$ cat src/rtl/fetch_queue_pkg.sv
// Shared constants for the fetch/decode decoupling queue.
//   NOP_INSTR : instruction presented to decode when the queue is empty
//   INSTR_W   : instruction word width
//   PC_W      : word-address PC width, matching the fetch stage
package fetch_queue_pkg;

  localparam int INSTR_W = 32;
  localparam int PC_W    = 30;

  localparam logic [INSTR_W-1:0] NOP_INSTR = 32'h0000_0000;

endpackage

$ cat src/rtl/fq_ptr.sv
// Wrap-around pointer for the fetch queue. The pointer rolls over naturally
// because DEPTH is a power of two.
// Ports:
//   clk, rst_n : clock, asynchronous active-low reset
//   clr_i      : synchronous clear (flush), wins over inc_i
//   inc_i      : advance pointer by one
//   ptr_o      : current pointer value
module fq_ptr #(
  parameter int W = 2
) (
  input  logic         clk,
  input  logic         rst_n,
  input  logic         clr_i,
  input  logic         inc_i,
  output logic [W-1:0] ptr_o
);

  logic [W-1:0] ptr_q, ptr_d;

  always_comb begin
    ptr_d = ptr_q;
    if (clr_i)      ptr_d = '0;
    else if (inc_i) ptr_d = ptr_q + 1'b1;
  end

  always_ff @(posedge clk or negedge rst_n) begin
    if (!rst_n) ptr_q <= '0;
    else        ptr_q <= ptr_d;
  end

  assign ptr_o = ptr_q;

endmodule

$ cat src/rtl/fetch_queue.sv
// First-word fall-through queue between instruction fetch and decode.
// Ports:
//   clk, rst_n                   : clock, asynchronous active-low reset
//   in_valid/in_instr/in_pc      : word offered by fetch
//   in_ready                     : queue can take a push (registered state only)
//   out_valid/out_instr/out_pc   : head entry; NOP/0 when empty
//   out_ready                    : decode consumes head
//   flush                        : taken branch/jump, discards everything
//   count                        : occupancy 0..DEPTH
module fetch_queue
  import fetch_queue_pkg::*;
#(
  parameter int DEPTH = 4,
  parameter int PTR_W = 2
) (
  input  logic               clk,
  input  logic               rst_n,
  input  logic               in_valid,
  input  logic [INSTR_W-1:0] in_instr,
  input  logic [PC_W-1:0]    in_pc,
  output logic               in_ready,
  output logic               out_valid,
  output logic [INSTR_W-1:0] out_instr,
  output logic [PC_W-1:0]    out_pc,
  input  logic               out_ready,
  input  logic               flush,
  output logic [PTR_W:0]     count
);

  localparam logic [PTR_W:0] FULL_CNT = (PTR_W+1)'(DEPTH);

  logic [INSTR_W-1:0] instr_q [DEPTH];
  logic [PC_W-1:0]    pc_q    [DEPTH];
  logic [PTR_W:0]     count_q, count_d;
  logic [PTR_W-1:0]   rd_ptr, wr_ptr;
  logic               push, pop;

  assign in_ready  = (count_q != FULL_CNT);
  assign out_valid = (count_q != '0);

  // Flush voids any concurrent transfer.
  assign push = in_valid && in_ready && !flush;
  assign pop  = out_valid && out_ready && !flush;

  fq_ptr #(.W(PTR_W)) u_rd_ptr (
    .clk   (clk),
    .rst_n (rst_n),
    .clr_i (flush),
    .inc_i (pop),
    .ptr_o (rd_ptr)
  );

  fq_ptr #(.W(PTR_W)) u_wr_ptr (
    .clk   (clk),
    .rst_n (rst_n),
    .clr_i (flush),
    .inc_i (push),
    .ptr_o (wr_ptr)
  );

  always_comb begin
    count_d = count_q;
    if (flush)             count_d = '0;
    else if (push && !pop) count_d = count_q + 1'b1;
    else if (pop && !push) count_d = count_q - 1'b1;
  end

  always_ff @(posedge clk or negedge rst_n) begin
    if (!rst_n) count_q <= '0;
    else        count_q <= count_d;
  end

  // Storage is never reset; the output mux below keeps stale or
  // uninitialised entries from reaching decode.
  always_ff @(posedge clk) begin
    if (push) begin
      instr_q[wr_ptr] <= in_instr;
      pc_q[wr_ptr]    <= in_pc;
    end
  end

  assign out_instr = out_valid ? instr_q[rd_ptr] : NOP_INSTR;
  assign out_pc    = out_valid ? pc_q[rd_ptr]    : '0;
  assign count     = count_q;

endmodule

$ cat config.mk
export PLATFORM = sky130hd
export DESIGN_NAME = fetch_queue
export DESIGN_NICKNAME = d
export VERILOG_FILES = /design/src/rtl/fetch_queue_pkg.sv /design/src/rtl/fq_ptr.sv /design/src/rtl/fetch_queue.sv
export SDC_FILE = /design/constraint.sdc
export NUM_CORES = 1
export LEC_CHECK = 0
export CAP_MARGIN = 25
export CORE_AREA = 2 2 152 154
export CTS_CLUSTER_DIAMETER = 200
export CTS_CLUSTER_SIZE = 14
export DETAILED_ROUTE_END_ITERATION = 7
export DIE_AREA = 0 0 154 156
export DONT_BUFFER_PORTS = 1
export PLACE_DENSITY = 0.59
export RECOVER_POWER = 50
export SLEW_MARGIN = 40
export SYNTH_ARGS = -nofsm -noshare
export SYNTH_HDL_FRONTEND = slang
export SYNTH_SLANG_ARGS = --single-unit
$ cat constraint.sdc
create_clock -name clk -period 2.9 [get_ports clk]
set_input_delay 0.58 -clock clk [delete_from_list [all_inputs] [get_ports clk]]
set_output_delay 0.58 -clock clk [all_outputs]
set_load 0.05 [all_outputs]
==> tab_implementation.tex, run 1 <==
\begin{tabular}{lr}
\hline
Metric & Value \\
\hline
\multicolumn{2}{l}{\textbf{Outcome}} \\
\quad Outcome & completed \\
\multicolumn{2}{l}{\textbf{Logic synthesis}} \\
\quad Gate count after technology mapping & 454 \\
\quad Total of warnings raised by yosys & 0 \\
\quad Top cells by count, synth & sky130\_fd\_sc\_hd\_\_edfxtp\_1 (248), sky130\_fd\_sc\_hd\_\_and2\_1 (67), sky130\_fd\_sc\_hd\_\_mux4\_2 (58) \\
\quad Leading area contributor after synthesis & sky130\_fd\_sc\_hd\_\_edfxtp\_1 \\
\quad Count of state elements after synthesis & between 200 and 300 \\
\quad Mapped Nets & 526 \\
\quad Count of different cell masters after synthesis & 31 \\
\quad Dominant cell by count in the synthesized netlist & sky130\_fd\_sc\_hd\_\_edfxtp\_1 \\
\quad Portion of synthesized cell area occupied by the leading cell type & 0.746 \\
\quad Proportion of synthesized flip-flops having asynchronous set or reset & 0.0275 \\
\quad Seq/Total Area, Yosys & 0.763 \\
\quad Average instance area after synthesis & 22.0 µm² \\
\quad Top flip-flop cell by instance count after synthesis & sky130\_fd\_sc\_hd\_\_edfxtp\_1 \\
\quad Post-synth EDFFs & 248 \\
\quad Cell types occupying the most area after synthesis & sky130\_fd\_sc\_hd\_\_edfxtp\_1 (75\%), sky130\_fd\_sc\_hd\_\_mux4\_2 (13\%), sky130\_fd\_sc\_hd\_\_and2\_1 (4.2\%), sky130\_fd\_sc\_hd\_\_dfrtp\_1 (1.8\%), sky130\_fd\_sc\_hd\_\_buf\_12 (1.2\%) \\
\quad Mapped cell area & 0.00999 mm² \\
\multicolumn{2}{l}{\textbf{STA}} \\
\quad Final total negative setup slack & 0 ns \\
\quad Final worst path period need & 2.76 ns \\
\quad Fmax & 0.362 GHz \\
\quad Layout Skew & 0.0156 ns \\
\quad Worst Tran Pin Value & 0.828 ns \\
\quad Final Cycle Share & 0.952 \\
\quad Number of endpoints failing setup at the final stage & 0 \\
\quad Setup repair after global routing missed its margin & false \\
\quad Number of endpoints with negative hold slack in the final report & 0 \\
\quad Final Max Tran Viols & 0 \\
\quad Tightest slew margin relative to the limit & 0.448 \\
\multicolumn{2}{l}{\textbf{Critical path}} \\
\quad Cell occurring most often along the worst timing path & sky130\_fd\_sc\_hd\_\_buf\_4 \\
\quad Cells along the critical path & or3\_4, buf\_4, and2\_1, buf\_4 \\
\quad Number of cell instances on the worst register-to-register path & 8 \\
\quad Reg-to-reg critical path endpoint & count[1] \\
\quad Worst reg2reg path startpoint & count[0] \\
\quad Cell with the largest stage delay on the worst path & sky130\_fd\_sc\_hd\_\_or3\_4 \\
\quad CP Class & reg -> out \\
\quad Flop-to-flop setup slack & 0.24 ns \\
\quad CP required & about 2.3 ns \\
\quad Worst Setup End Kind & primary output \\
\quad Crit path largest cell delay & 0.56 ns \\
\quad Capturing instance or port of the critical path & out\_pc[23] \\
\quad Critical path peak fanout & 23 \\
\quad Data arrival time of the critical path & 2.18 ns \\
\quad Nature of the critical path startpoint & register \\
\quad Worst setup path startpoint & count[1] \\
\multicolumn{2}{l}{\textbf{Detailed routing}} \\
\quad Ratio of routed vias to standard cells & 5.48 \\
\quad Total Wirelength & 17900 µm \\
\quad Remaining DRCs & 0 \\
\quad Via total after detailed routing & between 4000 and 5000 \\
\quad DRC marker count from the first detailed-route iteration & 191 \\
\quad TritonRoute pass-1 iters & 6 \\
\quad Average routed wire per standard cell & 22.3 µm \\
\quad Number of nets still failing antenna checks after routing & 0 \\
\multicolumn{2}{l}{\textbf{Floorplanning}} \\
\quad Die height & roughly 160 µm \\
\quad Initial Util & 0.447 \\
\quad Placeable Area & 0.0224 mm² \\
\quad Die W & 154 µm \\
\quad Die footprint & around 0.024 mm² \\
\quad Row count & 55 \\
\quad I/O Pins & 134 \\
\multicolumn{2}{l}{\textbf{Cells and area}} \\
\quad Cell area after layout & 0.0112 mm² \\
\quad Area of combinational cells with multiple inputs & 0.00214 mm² \\
\quad Syn-to-layout area delta & 12.4\% \\
\quad Total Nets Final & 572 \\
\quad Sequential cell area & $\sim$0.0076 mm² \\
\quad Share of final-layout standard cells stronger than drive strength 1 & 0.293 \\
\quad Number of diodes added for antenna fixing & 0 \\
\quad Layout filler cell count & approximately 1800 \\
\quad Post-layout instance count excluding filler cells & 801 \\
\multicolumn{2}{l}{\textbf{Global routing}} \\
\quad Number of global-route vias before repair & roughly 4800 \\
\quad Maximum number of pins on one net before global-route repair & 42 \\
\quad Number of antenna violations at the first check in global routing & 0 \\
\quad GR Util All Layers & 0.152 \\
\quad Wire length of the first global-routing pass & 27700 µm \\
\quad Remaining global-route overflow & 0 \\
\multicolumn{2}{l}{\textbf{Clock network}} \\
\quad Post-CTS clock slew at the launch and capture registers of the worst setup and hold paths & 0.07 ns \\
\quad CTS tree & yes \\
\quad Number of H-tree branching levels & 1 \\
\quad Clock network latency to the later pin of the worst-skew pair & roughly 0.51 ns \\
\quad Cell at the root of the clock tree & sky130\_fd\_sc\_hd\_\_clkbuf\_16 \\
\quad CTS sink cnt & about 260 \\
\quad Number of buffers created by CTS & 22 \\
\quad Max Buffers Root-to-Sink & 3 \\
\multicolumn{2}{l}{\textbf{Worst hold path}} \\
\quad Class of the most critical hold timing path & in -> reg \\
\multicolumn{2}{l}{\textbf{Placement}} \\
\quad Area post-placement & about 0.011 mm² \\
\quad \# port buffers & 0 \\
\quad Total placed cells including tap cells & $\sim$760 \\
\quad Half-perimeter wire length of the detailed placement result & between 10000 and 15000 µm \\
\quad Final weighted congestion in routability-driven placement & 0.764 \\
\multicolumn{2}{l}{\textbf{Pwr}} \\
\quad Power density normalized to cell area & roughly 1000 mW/mm² \\
\quad Pleak & around 3.6 nW \\
\quad Total Power Consumption & approximately 12 mW \\
\quad Peak VDD IR & 0.749 mV \\
\multicolumn{2}{l}{\textbf{Flow run}} \\
\quad Max-cap violation count & 0 \\
\hline
\end{tabular}
==> metal layers <==
metal	vias up	global-route usage	wire (µm)
met2	128	0.273	9400
met5	-	0	0
met1	2316	0.173	6700
met4	0	0.0521	434
met3	29	0.0453	1360
li1	1913	-	-
==> stage by stage <==
step                hold WS [ns]   util  setup WS (ns)
floorplan                  0.284      -         0.0490
global placement           0.285  0.472          0.312
detailed placement         0.285  0.472          0.265
CTS                       0.0976  0.502        0.00293
global route              0.0926  0.502         0.0151
finish                     0.124  0.502          0.139
==> state kept, by name (all words and copies together) (netlist names) <==
signal	count
instr_q	128
pc_q	120
count	3
u_rd_ptr.ptr_o	2
u_wr_ptr.ptr_o	2
==> timing repair <==
| item | 4_1_cts | 5_1_grt |
|---|---|---|
| pin swaps | 0 | 2 |
| gates resized for setup | 11 | 6 |
| endpoints found under the setup margin | 61 | 35 |
| hold endpoints to repair | 7 | 0 |
| hold buffers | 1 | 0 |
| setup buffers | 1 | 0 |
==> worst min path at each step <==
stage                     startpoint  cells past startpoint           endpoint
final                          flush                      1  u_rd_ptr.ptr_o[0]
after global routing           flush                      1  u_rd_ptr.ptr_o[0]
after CTS                      flush                      1  u_rd_ptr.ptr_o[0]
after detailed placement       rst_n                      0           count[2]
after global placement         rst_n                      0           count[1]
after floorplan                rst_n                      0           count[0]
==> cell usage in the layout, fill, tap and decap left out, types with 3 or more instances in the layout <==
master                      count
sky130_fd_sc_hd__clkbuf_1      19
sky130_fd_sc_hd__and2_2        18
sky130_fd_sc_hd__nand2_1        4
sky130_fd_sc_hd__inv_1          5
sky130_fd_sc_hd__buf_4         36
sky130_fd_sc_hd__and2_1        48
sky130_fd_sc_hd__ha_1           4
sky130_fd_sc_hd__mux4_1         4
sky130_fd_sc_hd__nor2_1         8
sky130_fd_sc_hd__clkbuf_16     22
sky130_fd_sc_hd__dfrtp_1        4
sky130_fd_sc_hd__xor2_1         4
sky130_fd_sc_hd__buf_12         7
sky130_fd_sc_hd__edfxtp_1     248
sky130_fd_sc_hd__mux4_2        58
sky130_fd_sc_hd__xnor2_1        3
==> worst max-delay path: cells and delay by family, from the launching register on <==
| kind | cells | cell delay, ns |
|---|---|---|
| buffers and inverters | 2 | 0.47 |
| flip-flops | 1 | 0.44 |
| AND/OR/NAND/NOR | 2 | 0.74 |
==> report_power, final <==
group	total (mW)	switching (mW)	internal, mW
sequential	4.41	0.0949	4.31
clock	2.66	1.22	1.44
combinational	4.52	3.11	1.41
total	11.6	4.42	7.17
==> logic make-up (layout without fill, tap and decap cells) <==
group / count (synthesis) / after routing / share of synthesized area
AOI/OAI and AO/OA: 7 / 7 / 0.00501
xor gates and xnor gates: 7 / 7 / 0.00614
muxes: 63 / 63 / 0.142
DFF: 255 / 255 / 0.763
adders and majority gates: 5 / 5 / 0.00702
buffers and inverters: 31 / 93 / 0.0251
and+or+nand+nor: 86 / 86 / 0.0514
==> layout make-up <==
class	count	area share
Timing Repair Buffer	48	0.0394
Sequential cell	255	0.679
Tap cell	285	0.0318
Clock buffer	38	0.0544
Clock inverter	2	0.00290
Inverter	5	0.00167
Multi-Input combinational cell	168	0.191
Note: power is estimated with default switching activity, not from simulation.
==> inputs of run 2 (changes only) <==
--- a/config.mk
+++ b/config.mk
@@ -6,13 +6,15 @@
 export NUM_CORES = 1
 export LEC_CHECK = 0
 export CAP_MARGIN = 25
+export CELL_PAD_IN_SITES_DETAIL_PLACEMENT = 1
+export CELL_PAD_IN_SITES_GLOBAL_PLACEMENT = 1
 export CORE_AREA = 2 2 152 154
 export CTS_CLUSTER_DIAMETER = 200
 export CTS_CLUSTER_SIZE = 14
 export DETAILED_ROUTE_END_ITERATION = 7
 export DIE_AREA = 0 0 154 156
 export DONT_BUFFER_PORTS = 1
-export PLACE_DENSITY = 0.59
+export PLACE_DENSITY = 0.66
 export RECOVER_POWER = 50
 export SLEW_MARGIN = 40
 export SYNTH_ARGS = -nofsm -noshare
==> tab_implementation.tex, run 2 (synthesis results as in run 1) <==
\begin{tabular}{lr}
\hline
Metric & Value \\
\hline
\multicolumn{2}{l}{\textbf{Cells and area}} \\
\quad Highest-count cells in the layout ignoring fill and taps & sky130\_fd\_sc\_hd\_\_edfxtp\_1 (248), sky130\_fd\_sc\_hd\_\_and2\_1 (63), sky130\_fd\_sc\_hd\_\_mux4\_2 (58), sky130\_fd\_sc\_hd\_\_buf\_4 (41), sky130\_fd\_sc\_hd\_\_clkbuf\_16 (23) \\
\quad Cell area after layout & 0.0112 mm² (+0.17\%) \\
\quad Syn-to-layout area delta & 12.6\% \\
\quad Most common cell after layout, fill and taps aside & sky130\_fd\_sc\_hd\_\_edfxtp\_1 \\
\quad Max FFs per register & 128 (unchanged) \\
\quad Most flop-heavy register & instr\_q \\
\quad Number of diodes added for antenna fixing & 0 (unchanged) \\
\quad Total Nets Final & 573 (+0.17\%) \\
\quad Share of final-layout standard cells stronger than drive strength 1 & 0.277 (-0.0160) \\
\multicolumn{2}{l}{\textbf{Global routing}} \\
\quad Global routing usage on met3 & 0.0406 (-0.00472) \\
\quad Wire length of the first global-routing pass & 29900 µm (+8.1\%) \\
\quad Number of global-route vias before repair & 4906 (+2.4\%) \\
\quad Maximum number of pins on one net before global-route repair & 43 (+2.4\%) \\
\quad GR Util All Layers & 0.165 (+0.0132) \\
\quad Number of antenna violations at the first check in global routing & 0 (unchanged) \\
\quad Met1 GRT Util & 0.212 (+0.0392) \\
\quad Met2 Usage GRT & 0.287 (+0.0132) \\
\quad Remaining global-route overflow & 0 (unchanged) \\
\quad Most used routing layer & met2 \\
\multicolumn{2}{l}{\textbf{Clock network}} \\
\quad Post-CTS clock slew at the launch and capture registers of the worst setup and hold paths & 0.07 ns (about the same) \\
\quad Max Buffers Root-to-Sink & 3 (unchanged) \\
\quad Number of buffers created by CTS & 22 (unchanged) \\
\quad Cell at the root of the clock tree & sky130\_fd\_sc\_hd\_\_clkbuf\_16 \\
\quad CTS sink cnt & 255 (unchanged) \\
\quad CTS tree & yes \\
\quad Clock network latency to the later pin of the worst-skew pair & 0.51 ns (about the same) \\
\quad Number of H-tree branching levels & 1 (unchanged) \\
\multicolumn{2}{l}{\textbf{STA}} \\
\quad Final Cycle Share & 0.959 (+0.00743) \\
\quad Final total negative setup slack & 0 ns (unchanged) \\
\quad Final Max Tran Viols & 0 (unchanged) \\
\quad Worst hold margin & 0.128 ns (+0.00351 ns) \\
\quad Tightest slew margin relative to the limit & 0.595 (+0.147) \\
\quad Layout Skew & 0.0105 ns (-0.00509 ns) \\
\quad Number of endpoints with negative hold slack in the final report & 0 (unchanged) \\
\quad Number of endpoints failing setup at the final stage & 0 (unchanged) \\
\quad Fmax & 0.359 GHz (-0.77\%) \\
\quad Setup repair after global routing missed its margin & false \\
\quad Worst Tran Pin Value & 0.608 ns (-0.220 ns) \\
\quad Smallest setup slack after layout & 0.118 ns (-0.0215 ns) \\
\quad Final worst path period need & 2.78 ns (+0.0215 ns) \\
\multicolumn{2}{l}{\textbf{Detailed routing}} \\
\quad Ratio of routed vias to standard cells & 5.50 (+0.47\%) \\
\quad TritonRoute pass-1 iters & 4 (-2) \\
\quad Number of nets still failing antenna checks after routing & 0 (unchanged) \\
\quad Remaining DRCs & 0 (unchanged) \\
\quad Via total after detailed routing & 4412 (+0.59\%) \\
\quad DRC marker count from the first detailed-route iteration & 204 (+6.8\%) \\
\quad Total Wirelength & 19400 µm (+8.2\%) \\
\quad Average routed wire per standard cell & 24.1 µm (+8.1\%) \\
\multicolumn{2}{l}{\textbf{Critical path}} \\
\quad CP required & 3.31 ns (+0.99 ns) \\
\quad Worst Setup End Kind & register \\
\quad Flop-to-flop setup slack & 0.12 ns (-0.12 ns) \\
\quad Worst reg2reg path startpoint & count[0] \\
\quad Crit path largest cell delay & 0.54 ns (-0.02 ns) \\
\quad Nature of the critical path startpoint & register \\
\quad Reg-to-reg critical path endpoint & count[1] \\
\quad Cell with the largest stage delay on the worst path & sky130\_fd\_sc\_hd\_\_or3b\_4 \\
\quad Number of cell instances on the worst register-to-register path & 8 (unchanged) \\
\quad Cells along the critical path & or3b\_4, nand2\_2, nor2\_2, and2\_1, fa\_1, a311oi\_1, o21ai\_0, a221oi\_2 \\
\quad CP Class & reg -> reg \\
\quad Data arrival time of the critical path & 3.19 ns (+1.01 ns) \\
\quad Critical path peak fanout & 9 (-61\%) \\
\multicolumn{2}{l}{\textbf{Floorplanning}} \\
\quad Die height & 156 µm (unchanged) \\
\quad Row count & 55 (unchanged) \\
\quad Placeable Area & 0.0224 mm² (unchanged) \\
\quad I/O Pins & 134 (unchanged) \\
\quad Die W & 154 µm (unchanged) \\
\quad Initial Util & 0.447 (unchanged) \\
\quad Die footprint & 0.0240 mm² (unchanged) \\
\multicolumn{2}{l}{\textbf{Placement}} \\
\quad Place WS & 0.107 ns (-0.158 ns) \\
\quad Half-perimeter wire length of the detailed placement result & 11300 µm (+4.9\%) \\
\quad Area post-placement & 0.0106 mm² (about the same) \\
\quad \# port buffers & 0 (unchanged) \\
\quad Final weighted congestion in routability-driven placement & 0.805 (+5.4\%) \\
\multicolumn{2}{l}{\textbf{Worst hold path}} \\
\quad Hold Path Origin & flush \\
\quad Instance count along the most critical hold path & 1 (unchanged) \\
\quad Hold Path End & u\_rd\_ptr.ptr\_o[1] \\
\quad Class of the most critical hold timing path & in -> reg \\
\multicolumn{2}{l}{\textbf{Pwr}} \\
\quad Pleak & 3.58 nW (+0.35\%) \\
\quad Power density normalized to cell area & 1040 mW/mm² (+1.2\%) \\
\quad Peak VDD IR & 0.564 mV (-25\%) \\
\quad Total Power Consumption & 11.7 mW (+1.4\%) \\
\multicolumn{2}{l}{\textbf{Flow run}} \\
\quad Max-cap violation count & 0 (unchanged) \\
\multicolumn{2}{l}{\textbf{Outcome}} \\
\quad Outcome & completed \\
\hline
\end{tabular}
-- run 2: changes by cell type in the layout (fill, tap and decap cells not counted), sizes merged --
cell	delta
clkbuf	-2
clkinv	-1
buf	+4
-- run 2: worst max-delay path by stage --
stage / startpoint / end / slack, ns / cells past startpoint
CTS: count[2] / count[1] / 0.04 / 8
finish: count[0] / count[1] / 0.12 / 8
global route: count[0] / count[1] / 0.005 / 8
floorplan: count[2] / count[1] / 0.05 / 9
detailed placement: count[2] / count[1] / 0.11 / 8
global placement: count[2] / count[1] / 0.30 / 8
-- run 2: critical path, delay by kind of cell, from the launching register on --
kind            cells  cell delay [ns]
compound gates      3             0.75
fa+ha+maj           1             0.51
flops               1             0.47
simple gates        4             0.95
-- run 2: layout make-up --
type                    count  area [µm²]
repair buffers             49         458
clock inverters             1        16.3
inverters                   5        18.8
multi-input cells         168        2130
fillers                  1993       11100
clock buffers              39         636
well taps                 285         357
flip-flops and latches    255        7630
-- run 2: per-layer routing --
| layer | share of wire | vias up |
|---|---|---|
| met5 | 0 | - |
| met4 | 0.013 | 0 |
| met3 | 0.058 | 21 |
| met2 | 0.52 | 105 |
| met1 | 0.41 | 2375 |
| li1 | - | 1911 |
-- run 2: report_power, final --
group / total (mW) / internal, mW / switching (mW) / leakage, nW
Sequential: 4.44 / 4.32 / 0.120 / 2.34
Combinational: 4.59 / 1.45 / 3.14 / 0.932
Clock: 2.72 / 1.49 / 1.23 / 0.309
Total: 11.7 / 7.26 / 4.49 / 3.58
-- run 2: per-stage QoR --
step / utilization / cells
after floorplan: - / 454
after global placement: 0.472 / 760
after detailed placement: 0.472 / 760
after CTS: 0.503 / 802
after global routing: 0.503 / 802
final: 0.503 / 802
-- run 2: what timing repair did --
| action | CTS | global route |
|---|---|---|
| endpoints found under the hold margin | 7 | 0 |
| buffers inserted | 1 | 0 |
| pin swaps | 0 | 2 |
| gates cloned | 0 | 0 |
| gates resized for setup | 1 | 3 |
| hold buffers | 1 | 0 |
| setup endpoints to repair | 52 | 1 |
==> inputs of run 3 (changes only) <==
--- a/config.mk
+++ b/config.mk
@@ -9,6 +9,7 @@
 export CELL_PAD_IN_SITES_DETAIL_PLACEMENT = 1
 export CELL_PAD_IN_SITES_GLOBAL_PLACEMENT = 1
 export CORE_AREA = 2 2 152 154
+export CTS_BUF_LIST = sky130_fd_sc_hd__clkbuf_4 sky130_fd_sc_hd__clkbuf_8 sky130_fd_sc_hd__clkbuf_16
 export CTS_CLUSTER_DIAMETER = 200
 export CTS_CLUSTER_SIZE = 14
 export DETAILED_ROUTE_END_ITERATION = 7
==> tab_implementation.tex, run 3 (synthesis results as in run 1) <==
\begin{tabular}{lr}
\hline
Metric & Value \\
\hline
\multicolumn{2}{l}{\textbf{Outcome}} \\
\quad Outcome & completed \\
\multicolumn{2}{l}{\textbf{Clock network}} \\
\quad Post-CTS clock slew at the launch and capture registers of the worst setup and hold paths & 0.07 ns (about the same) \\
\quad Number of buffers created by CTS & 22 (unchanged) \\
\quad Cell at the root of the clock tree & sky130\_fd\_sc\_hd\_\_clkbuf\_16 \\
\quad CTS sink cnt & 255 (unchanged) \\
\quad Number of H-tree branching levels & 1 (unchanged) \\
\quad CTS tree & yes \\
\quad Clock network latency to the later pin of the worst-skew pair & 0.51 ns (about the same) \\
\quad Max Buffers Root-to-Sink & 3 (unchanged) \\
\multicolumn{2}{l}{\textbf{STA}} \\
\quad Final worst path period need & 2.78 ns (-0.00293 ns) \\
\quad Final total negative setup slack & 0 ns (unchanged) \\
\quad Layout Skew & 0.0103 ns (-0.000172 ns) \\
\quad Final Cycle Share & 0.958 (-0.00101) \\
\quad Number of endpoints failing setup at the final stage & 0 (unchanged) \\
\quad Worst Tran Pin Value & 0.614 ns (+0.00555 ns) \\
\quad Final Max Tran Viols & 0 (unchanged) \\
\quad Number of endpoints with negative hold slack in the final report & 0 (unchanged) \\
\quad Fmax & 0.360 GHz (+0.11\%) \\
\quad Setup repair after global routing missed its margin & false \\
\quad Tightest slew margin relative to the limit & 0.591 (-0.00370) \\
\multicolumn{2}{l}{\textbf{Detailed routing}} \\
\quad Remaining DRCs & 0 (unchanged) \\
\quad DRC marker count from the first detailed-route iteration & 189 (-7.4\%) \\
\quad Average routed wire per standard cell & 24.2 µm (+0.36\%) \\
\quad Number of nets still failing antenna checks after routing & 0 (unchanged) \\
\quad Total Wirelength & 19400 µm (+0.36\%) \\
\quad Ratio of routed vias to standard cells & 5.48 (-0.43\%) \\
\quad Via total after detailed routing & 4393 (-0.43\%) \\
\quad TritonRoute pass-1 iters & 4 (unchanged) \\
\multicolumn{2}{l}{\textbf{Global routing}} \\
\quad Wire length of the first global-routing pass & 30000 µm (+0.21\%) \\
\quad Met2 Usage GRT & 0.287 (about the same) \\
\quad Met1 GRT Util & 0.212 (+0.000263) \\
\quad Number of global-route vias before repair & 4931 (+0.51\%) \\
\quad Most used routing layer & met2 \\
\quad Number of antenna violations at the first check in global routing & 0 (unchanged) \\
\quad Remaining global-route overflow & 0 (unchanged) \\
\quad Global routing usage on met3 & 0.0406 (unchanged) \\
\quad Maximum number of pins on one net before global-route repair & 43 (unchanged) \\
\quad GR Util All Layers & 0.165 (+0.000216) \\
\multicolumn{2}{l}{\textbf{Pwr}} \\
\quad Share of total power consumed by net switching & 0.378 (-0.00451) \\
\quad Internal power & 7.41 mW (+2.1\%) \\
\quad Fraction of power consumed by combinational cells & 0.385 (-0.006) \\
\quad Net Switching & 4.50 mW (+0.13\%) \\
\quad Flop pwr share & 0.373 (-0.005) \\
\quad Power density normalized to cell area & 1050 mW/mm² (+0.79\%) \\
\quad Clock power frac & 0.242 (+0.010) \\
\quad Peak VDD IR & 0.615 mV (+9.1\%) \\
\quad Pleak & 3.63 nW (+1.5\%) \\
\multicolumn{2}{l}{\textbf{Critical path}} \\
\quad Worst reg2reg path startpoint & count[0] \\
\quad Flop-to-flop setup slack & 0.12 ns (about the same) \\
\quad CP Class & reg -> reg \\
\quad Number of cell instances on the worst register-to-register path & 8 (unchanged) \\
\quad Nature of the critical path startpoint & register \\
\quad Worst setup path startpoint & count[0] \\
\quad Worst Setup End Kind & register \\
\quad Reg-to-reg critical path endpoint & count[1] \\
\quad CP required & 3.31 ns (about the same) \\
\quad Critical path peak fanout & 9 (unchanged) \\
\quad Data arrival time of the critical path & 3.19 ns (about the same) \\
\multicolumn{2}{l}{\textbf{Floorplanning}} \\
\quad Die footprint & 0.0240 mm² (unchanged) \\
\quad I/O Pins & 134 (unchanged) \\
\quad Row count & 55 (unchanged) \\
\quad Die height & 156 µm (unchanged) \\
\quad Die W & 154 µm (unchanged) \\
\quad Initial Util & 0.447 (unchanged) \\
\quad Placeable Area & 0.0224 mm² (unchanged) \\
\multicolumn{2}{l}{\textbf{Cells and area}} \\
\quad Max FFs per register & 128 (unchanged) \\
\quad Highest-count cells in the layout ignoring fill and taps & sky130\_fd\_sc\_hd\_\_edfxtp\_1 (248), sky130\_fd\_sc\_hd\_\_and2\_1 (63), sky130\_fd\_sc\_hd\_\_mux4\_2 (58), sky130\_fd\_sc\_hd\_\_buf\_4 (41), sky130\_fd\_sc\_hd\_\_clkbuf\_16 (23) \\
\quad Most flop-heavy register & instr\_q \\
\quad Total Nets Final & 573 (unchanged) \\
\quad Syn-to-layout area delta & 13.2\% \\
\quad Most common cell after layout, fill and taps aside & sky130\_fd\_sc\_hd\_\_edfxtp\_1 \\
\quad Cell area after layout & 0.0113 mm² (+0.53\%) \\
\quad Share of final-layout standard cells stronger than drive strength 1 & 0.308 (+0.0309) \\
\quad Number of diodes added for antenna fixing & 0 (unchanged) \\
\multicolumn{2}{l}{\textbf{Worst hold path}} \\
\quad Instance count along the most critical hold path & 1 (unchanged) \\
\quad Class of the most critical hold timing path & in -> reg \\
\quad Hold Path Origin & flush \\
\quad Hold Path End & u\_rd\_ptr.ptr\_o[1] \\
\multicolumn{2}{l}{\textbf{Flow run}} \\
\quad Max-cap violation count & 0 (unchanged) \\
\multicolumn{2}{l}{\textbf{Placement}} \\
\quad Area post-placement & 0.0106 mm² (unchanged) \\
\quad Final weighted congestion in routability-driven placement & 0.805 (unchanged) \\
\quad \# port buffers & 0 (unchanged) \\
\quad Half-perimeter wire length of the detailed placement result & 11300 µm (unchanged) \\
\hline
\end{tabular}
-- run 3: cell counts in the layout (fill, tap and decap cells not counted) --
Identical to the previous run, type by type.
-- run 3: layer usage --
layer	wire, µm	vias up
met5	0	-
met3	1240	23
li1	-	1907
met2	10100	115
met4	293	0
met1	7810	2348
-- run 3: repair_timing --
action,in CTS,in global routing
pin swaps,0,2
resized for setup,1,3
hold endpoints to repair,7,0
setup buffers,1,0
cloned,0,0
setup endpoints to repair,52,1
hold buffers,1,0
-- run 3: power groups by stage --
stage	logic, mW	registers, mW	clock network [mW]
6_report	4.59	4.44	2.88
5_1_grt	4.83	4.46	3.12
4_1_cts	4.66	4.44	2.99
3_5_place_dp	4.56	4.56	0
3_3_place_gp	4.51	4.54	0
2_1_floorplan	3.75	4.49	0
-- run 3: worst max-delay path by stage --
| stage | endpoint | depth (start not counted) | slack [ns] |
|---|---|---|---|
| global placement | count[1] | 8 | 0.30 |
| global route | count[1] | 8 | 0.005 |
| floorplan | count[1] | 9 | 0.05 |
| detailed placement | count[1] | 8 | 0.11 |
| finish | count[1] | 8 | 0.12 |
| CTS | count[1] | 8 | 0.04 |
-- run 3: worst max-delay path, cell delays in order, from the launching register on --
cell	delay, ns
sky130_fd_sc_hd__dfrtp_2	0.47
sky130_fd_sc_hd__or3b_4	0.54
sky130_fd_sc_hd__nand2_2	0.17
sky130_fd_sc_hd__nor2_2	0.08
sky130_fd_sc_hd__and2_1	0.15
sky130_fd_sc_hd__fa_1	0.51
sky130_fd_sc_hd__a311oi_1	0.27
sky130_fd_sc_hd__o21ai_0	0.19
sky130_fd_sc_hd__a221oi_2	0.30
-- run 3: through the flow --
step	setup slack, ns	util	power, mW	std cells	hold slack (ns)
2_1_floorplan	0.0490	-	8.24	454	0.284
3_5_place_dp	0.107	0.472	9.12	760	0.285
5_1_grt	0.00527	0.506	12.4	802	0.0942
4_1_cts	0.0432	0.505	12.1	802	0.0990
6_report	0.121	0.506	11.9	802	0.127
3_3_place_gp	0.297	0.472	9.04	760	0.285
-- run 3: layout make-up --
| type | instances | area [µm²] |
|---|---|---|
| multi-input cells | 168 | 2130 |
| flip-flops and latches | 255 | 7630 |
| clock buffers | 39 | 696 |
| well taps | 285 | 357 |
| fillers | 1981 | 11100 |
| clock inverters | 1 | 16.3 |
| repair buffers | 49 | 458 |
| inverters | 5 | 18.8 |
